$ cat config.mk
export PLATFORM = sky130hd
export DESIGN_NAME = bcd_counter4
export DESIGN_NICKNAME = d
export VERILOG_FILES = /design/src/rtl/bcd_counter4.sv
export SDC_FILE = /design/constraint.sdc
export NUM_CORES = 1
export LEC_CHECK = 0
export CORE_ASPECT_RATIO = 1.25
export CORE_MARGIN = 4
export CORE_UTILIZATION = 35
export DETAILED_ROUTE_END_ITERATION = 7
export GPL_ROUTABILITY_DRIVEN = 0
export GPL_TIMING_DRIVEN = 0
export SLEW_MARGIN = 5
export SYNTH_ARGS = -nofsm -noshare
export SYNTH_HDL_FRONTEND = slang
export SYNTH_SLANG_ARGS = --single-unit
$ cat constraint.sdc
create_clock -name clk -period 1.9 [get_ports clk]
set_clock_uncertainty 0.1 [all_clocks]
set_input_delay 0.475 -clock clk [delete_from_list [all_inputs] [get_ports clk]]
set_output_delay 0.475 -clock clk [all_outputs]
set_load 0.02 [all_outputs]
$ cat src/rtl/bcd_counter4.sv
// bcd_counter4: four-digit up/down BCD counter with prescaler and load.
// Ports: clk, rst (sync, active-low), en, up, load, Din[15:0]
//        -> D0 (thousands) .. D3 (units), co (one-cycle wrap pulse).
module bcd_counter4 #(
  parameter int unsigned DIV = 50000
) (
  input  logic        clk,
  input  logic        rst,
  input  logic        en,
  input  logic        up,
  input  logic        load,
  input  logic [15:0] Din,
  output logic [3:0]  D0,
  output logic [3:0]  D1,
  output logic [3:0]  D2,
  output logic [3:0]  D3,
  output logic        co
);

  localparam int PW = (DIV > 2) ? $clog2(DIV) : 1;
  localparam logic [PW-1:0] LAST = PW'(DIV - 1);

  logic [PW-1:0]  r_pre;
  logic [3:0]     r_d0, r_d1, r_d2, r_d3;
  logic           r_co;

  logic           w_step;
  logic           w_k;
  logic [3:0][3:0] w_cur;
  logic [3:0][3:0] w_nxt;

  // Nibbles above 9 are not BCD; they load as 0.
  function automatic logic [3:0] san(input logic [3:0] n);
    return (n > 4'd9) ? 4'd0 : n;
  endfunction

  assign w_step = en & ~load & (r_pre == LAST);

  // Index 0 is the units digit; w_k is the carry/borrow
  // rippling upward, and is the wrap flag once it leaves D0.
  assign w_cur = {r_d0, r_d1, r_d2, r_d3};

  always_comb begin
    w_nxt = w_cur;
    w_k   = 1'b1;
    for (int i = 0; i < 4; i++) begin
      if (w_k) begin
        if (up) begin
          if (w_cur[i] >= 4'd9) begin
            w_nxt[i] = 4'd0;
          end else begin
            w_nxt[i] = w_cur[i] + 4'd1;
            w_k      = 1'b0;
          end
        end else begin
          if (w_cur[i] == 4'd0) begin
            w_nxt[i] = 4'd9;
          end else begin
            w_nxt[i] = w_cur[i] - 4'd1;
            w_k      = 1'b0;
          end
        end
      end
    end
  end

  always_ff @(posedge clk) begin
    if (!rst) begin
      r_pre <= '0;
      r_d0  <= 4'd0;
      r_d1  <= 4'd0;
      r_d2  <= 4'd0;
      r_d3  <= 4'd0;
      r_co  <= 1'b0;
    end else if (load) begin
      r_pre <= '0;
      r_d0  <= san(Din[15:12]);
      r_d1  <= san(Din[11:8]);
      r_d2  <= san(Din[7:4]);
      r_d3  <= san(Din[3:0]);
      r_co  <= 1'b0;
    end else if (en) begin
      r_pre <= w_step ? '0 : r_pre + PW'(1);
      r_co  <= w_step & w_k;
      if (w_step) begin
        r_d0 <= w_nxt[3];
        r_d1 <= w_nxt[2];
        r_d2 <= w_nxt[1];
        r_d3 <= w_nxt[0];
      end
    end else begin
      r_co <= 1'b0;
    end
  end

  assign D0 = r_d0;
  assign D1 = r_d1;
  assign D2 = r_d2;
  assign D3 = r_d3;
  assign co = r_co;

endmodule

# ---- Word level (Yosys, flattened, before mapping)
# Index checks and enable logic that the tools add are counted.
dict set report word_totals {
  register_bits 33
  inputBits 21
  out_inout_bits 17
  wordCells 92
}
dict set report classes {
  addsub 9
  n_lt_le_gt_ge 8
  eq_ne 1
  muxes 47
  bitwise 6
  reduce_logical 15
}
# operator count
set op_table {}
lappend op_table {{4-bit two-way mux} 31}
lappend op_table {{16-bit by 1-bit adder with 16-bit output (second input constant)} 1}
lappend op_table {{4-bit by 1-bit adder with 4-bit output (second input constant)} 4}
lappend op_table {{16-bit == test (second input constant)} 1}
lappend op_table {{4-bit >= comparator (second input constant)} 4}
lappend op_table {{4-bit > comparator (second input constant)} 4}
lappend op_table {{4-bit zero test} 4}
lappend op_table {{16-bit two-way mux} 1}
lappend op_table {{4-bit by 1-bit subtractor with 4-bit output (second input constant)} 4}
lappend op_table {{1-bit two-way mux} 15}
lappend op_table {{2-bit nonzero test} 5}
lappend op_table {{3-bit AND reduction} 3}
lappend op_table {{1-bit bitwise AND} 3}
lappend op_table {{1-bit NOT} 3}
lappend op_table {{3-bit OR reduction} 1}
lappend op_table {{2-bit AND reduction} 1}
lappend op_table {{2-bit OR reduction} 1}

# ---- Longest topological paths before layout
dict set report logic_depth {
  depth_word 9
  depth_mapped 8
  depth_no_buf 7
}

# ---- Worst setup path before layout
# No wires, ideal clock.
dict set report synth_timing {
  path_type {register to register}
  startpoint {register r_d2[0], in the netlist D2[0]}
  endpoint {register r_d0[2], in the netlist D0[2]}
  setup_time_ps 117
  arrival_time_ps 2036
  t_required_ps 1683
  setup_slack_ps -353
  path_stages_with_launch 8
  n_path_buf 0
  period_less_slack_ps 2253
  path_cell_list {dfxtp_1 -> inv_1 -> ha_1 -> or3b_4 -> o32ai_4 -> nand4_4 -> a2111oi_2 -> and4b_1}
}
dict set report synth_between {
  elab_chain_len 7
  elab_cells_between_ends 9
  cone_classes {order compare (1); mux (5); reduce/logical (3)}
}
# item line_no
set synth_rtl {}
lappend synth_rtl {{from (decl)} 24} ;# logic [3:0] r_d0, r_d1, r_d2, r_d3;
lappend synth_rtl {{from (signal assigned)} 79} ;# r_d2 <= san(Din[7:4]);
lappend synth_rtl {{from (signal assigned)} 88} ;# r_d2 <= w_nxt[1];
lappend synth_rtl {{4-bit >= comparator or 4-bit zero test (tied branches)} {49, 56}}
lappend synth_rtl {{1-bit two-way mux, on equally long branches} {49, 56}}
lappend synth_rtl {{1-bit two-way mux (*)} 48} ;# if (up) begin
lappend synth_rtl {{1-bit two-way mux (*) (2 in series)} 47} ;# if (w_k) begin
lappend synth_rtl {{2-bit nonzero test (no line) (*)} n/a}
lappend synth_rtl {{3-bit AND reduction (no line) (*)} n/a}
lappend synth_rtl {{to (signal assigned)} 77} ;# r_d0 <= san(Din[15:12]);
lappend synth_rtl {{to (signal assigned)} 86} ;# r_d0 <= w_nxt[3];
lappend synth_rtl {{to (decl)} 24}
# Every way passes the cells marked *; elsewhere a longest branch is shown, timed or not.
# A chain may end at the register's enable or synchronous reset.

# ---- Worst setup path after layout
dict set report layout_timing {
  startpoint {register r_d2[1], in the netlist D2[1]}
  endpoint {register r_d1[0], in the netlist D1[0]}
}
dict set report layout_between {
  elab_chain_len 6
  elab_cells_between_ends 8
  cone_classes {order compare (1); mux (4); reduce/logical (3)}
}
# item line_no
set layout_rtl {}
lappend layout_rtl {{4-bit >= comparator or 4-bit zero test (tied branches)} {49, 56}}
lappend layout_rtl {{1-bit two-way mux, on equally long branches} {49, 56}}
lappend layout_rtl {{1-bit two-way mux (*)} 48}
lappend layout_rtl {{1-bit two-way mux (*)} 47}
lappend layout_rtl {{2-bit nonzero test (no line) (*)} n/a}
lappend layout_rtl {{3-bit AND reduction (no line) (*)} n/a}
lappend layout_rtl {{to (signal assigned)} 78} ;# r_d1 <= san(Din[11:8]);
lappend layout_rtl {{to (signal assigned)} 87} ;# r_d1 <= w_nxt[2];
lappend layout_rtl {{to (decl)} 24}
# Marks and branches as above.

==> metrics.csv <==
stage,metric,value,unit
grt,grt.total_usage,16.32,%
cells_and_area,area_growth,37.30,%
worst_setup_path,crit_path_cell_trace,"inv_4, ha_4, or3b_4, o32ai_4, nand4_4, buf_12, mux2_4, o21ai_2",
cts,cts_tree,done,
power_and_ir_drop,power_density,500.2,nW/um2
worst_setup_path,crit_required,2030,ps
die,start_util,36.62,%
worst_hold_path,holdCritPathClass,reg -> reg,
synth,synth_seq_cells,33,
cells_and_area,final_nets,424,
cells_and_area,diodes,0,
synth,synth.avg_cell_area,8.032,um2
grt,grt-ovfl-total,0,
power_and_ir_drop,cellLeakagePower,0.001426,uW
drt,vias,2621,
drt,wl_per_cell,15.07,um
timing,worst_slew_pin_slew,526.2,ps
synth,synth_area,2586,um2
synth,yosysSeqAreaShare,25.54,%
cts,path_clk_slew,80,ps
status,violations,negative setup slack,
worst_setup_path,cp_max_fo,4,
die,die_y,104.1,um
worst_setup_path,slowest_stage,or3b_4,
synth,synth_cell_types,71,
place,dp_slack,-885.0,ps
cts,clkSinkCount,33,
timing,setup_viol,16,
timing,clock.fmax,0.4655,GHz
drt,first_iter_violations,137,
grt,grt_pass1_wl,12010,um
power_and_ir_drop,power,1776,uW
worst_setup_path,critPathMaxStageDelay,390,ps
timing,rsz0062_at_grt,true,
timing,fin_ws,-248.4,ps
timing,slew_violations,0,
grt,grt_max_degree,11,
place,place_area,3113,um2
drt,drc,0,
power_and_ir_drop,ir_drop,267.7,uV
cells_and_area,final_cells,477,
synth,synth_enable_flop_cells,0,
timing,slew_headroom,64.77,%
cts,numCtsBuffers,5,
synth,yosys_warnings,0,
place,dp.cells,448,
cts,worstSkewPairLatency,290,ps
worst_setup_path,path_buf_inv,2,
cts,cts_root_buf,clkbuf_8,
synth,synthArstFlopShare,0,%
timing,finalCritPeriodShare,113.1,%
cts,cts_buffer_depth,2,
drt,wl,7188,um
die,ios,38,
cells_and_area,drive_gt1_share,23.26,%
drt,drtPass1Iterations,4,
worst_setup_path,crit_path_start_kind,flop,
drt,ant_nets,0,
grt,antenna_found_initial,0,
die,die_w,84.89,um
cts,htreeDepth,2,
flow_run,maxCapViolCount,0,
status,status,"complete, but fails checks",
timing,period_minus_slack,2148,ps
drt,viasPerCell,5.495,
synth,synth_ff_type,dfxtp_1,
worst_setup_path,critPathCaptureType,flop,
timing,holdWs,428.1,ps
worst_setup_path,arrival,2280,ps
place,numPortBuffers,36,
synth,synth_cells,322,
die,core-area,7062,um2
grt,grt_pass1_vias,2530,
timing,final-hold-violation-count,0,
synth,syn_nets,360,
worst_setup_path,crit_type,reg -> reg,
place,hpwl,5057,um
die,fp.dieArea,8837,um2
die,row_count,34,
cells_and_area,fin_area,3551,um2
worst_setup_path,cp_top_family,simple AND/OR/NAND/NOR gates,
Yosys cell counts, types with 2 or more instances:
library cell,instances,area [um2]
and4_1,2,17.52
buf_2,2,10.01
clkbuf_1,12,45.04
nor3_1,3,15.01
o221ai_1,2,17.52
nor2b_1,8,50.05
inv_1,16,60.06
o21ai_2,2,17.52
dfxtp_1,33,660.6
o22ai_1,3,18.77
a21oi_1,13,65.06
xnor2_1,7,61.31
o21bai_1,5,37.54
nand3_1,14,70.07
o21a_1,3,22.52
nor2_1,37,138.9
nand4_1,7,43.79
a311o_1,2,20.02
o21ai_0,18,90.09
and3_1,6,37.54
nand2_1,30,112.6
a311oi_1,3,26.28
nor3b_1,3,22.52
nand2b_1,6,37.54
xor2_1,11,96.34
a31oi_1,2,12.51
nor4_1,3,18.77
ha_1,17,212.7
a211oi_1,4,30.03
mux2i_1,5,50.05
a21boi_1,2,15.01
mux2_4,2,30.03
routing by layer:
layer | global-route usage [%] | part of all wire [%] | up-vias
met3 | 3.328 | 3.9 | 16
met5 | 0 | 0 | -
met2 | 28.84 | 51 | 69
li1 | - | - | 1297
met1 | 19.20 | 43 | 1239
met4 | 5.882 | 2.1 | 0
power breakdown:
part	total [uW]	internal, uW	switching (uW)
registers	741	709	31.9
clock network	542	254	287
logic	493	236	257
worst paths after layout:
kind                                              end  slack, ps  cells past startpoint                   from
worst max-delay path               D1[0]$_SDFFE_PN0P_       -250                      8     D2[1]$_SDFFE_PN0P_
worst min-delay path            r_pre[0]$_SDFFE_PP0P_        430                      2  r_pre[0]$_SDFFE_PP0P_
worst max register to register     D1[0]$_SDFFE_PN0P_       -250                      8     D2[1]$_SDFFE_PN0P_
worst min register to register  r_pre[0]$_SDFFE_PP0P_        430                      2  r_pre[0]$_SDFFE_PP0P_
kinds of logic after synthesis:
logic type | share of synthesized area [%]
xor+xnor | 6.096
compound gates | 22.59
mux | 3.967
flops | 25.54
fa+ha+maj | 8.224
simple gates | 28.69
buf+inv | 4.886
through the flow:
step	utilization, %	TNS (ps)
6_report	50.28	-2289
5_1_grt	50.28	-3752
4_1_cts	49.81	-2632
3_5_place_dp	44.08	-23850
3_3_place_gp	44.08	-23380
2_1_floorplan	-	-1268
layout by cell type (no fill, tap or decap), types with 4 or more instances in the layout:
master and n:
ha_1 13, o21ai_0 14, mux2_4 4, dfxtp_1 21
dfxtp_4 6, buf_6 8, inv_1 12, nand3_1 11
inv_4 4, nand2_1 27, nand4_1 7, mux2i_1 5
buf_4 13, clkdlybuf4s50_1 22, and3_1 6, dlygate4sd2_1 12
xor2_1 11, o21bai_1 5, o21ai_1 5, xnor2_1 7
a21oi_1 12, dfxtp_2 6, nand2b_1 6, nor2b_1 7
clkbuf_1 8, nor2_1 36, clkbuf_8 5
final cells by class:
| cell class | instances | area [um2] |
|---|---|---|
| fillers | 729 | 3511 |
| plain buffers | 15 | 80.08 |
| inverters | 16 | 70.07 |
| well taps | 90 | 112.6 |
| repair buffers | 56 | 538.0 |
| clock inverters | 2 | 10.01 |
| multi-input cells | 259 | 1977 |
| clock buffers | 6 | 72.57 |
| flip-flops and latches | 33 | 690.7 |
what timing repair did:
item | CTS | global route
setup endpoints to repair | 43 | 19
cloned | 1 | 0
resized for setup | 61 | 12
pin swaps | 14 | 8
hold buffers | 0 | 0
buffers inserted | 19 | 1
worst reg2reg max path, stage by stage (launching register included):
cell and delay, ps:
dfxtp_4 360, inv_4 60, ha_4 130, or3b_4 390
o32ai_4 290, nand4_4 180, buf_12 200, mux2_4 290
o21ai_2 100
state kept, by name, summed over array words and instances, names as in the netlist:
signal	count
D1	4
D3	4
D2	4
D0	4
r_pre	16
co	1
No activity file was read; power rests on OpenSTA's default activity.
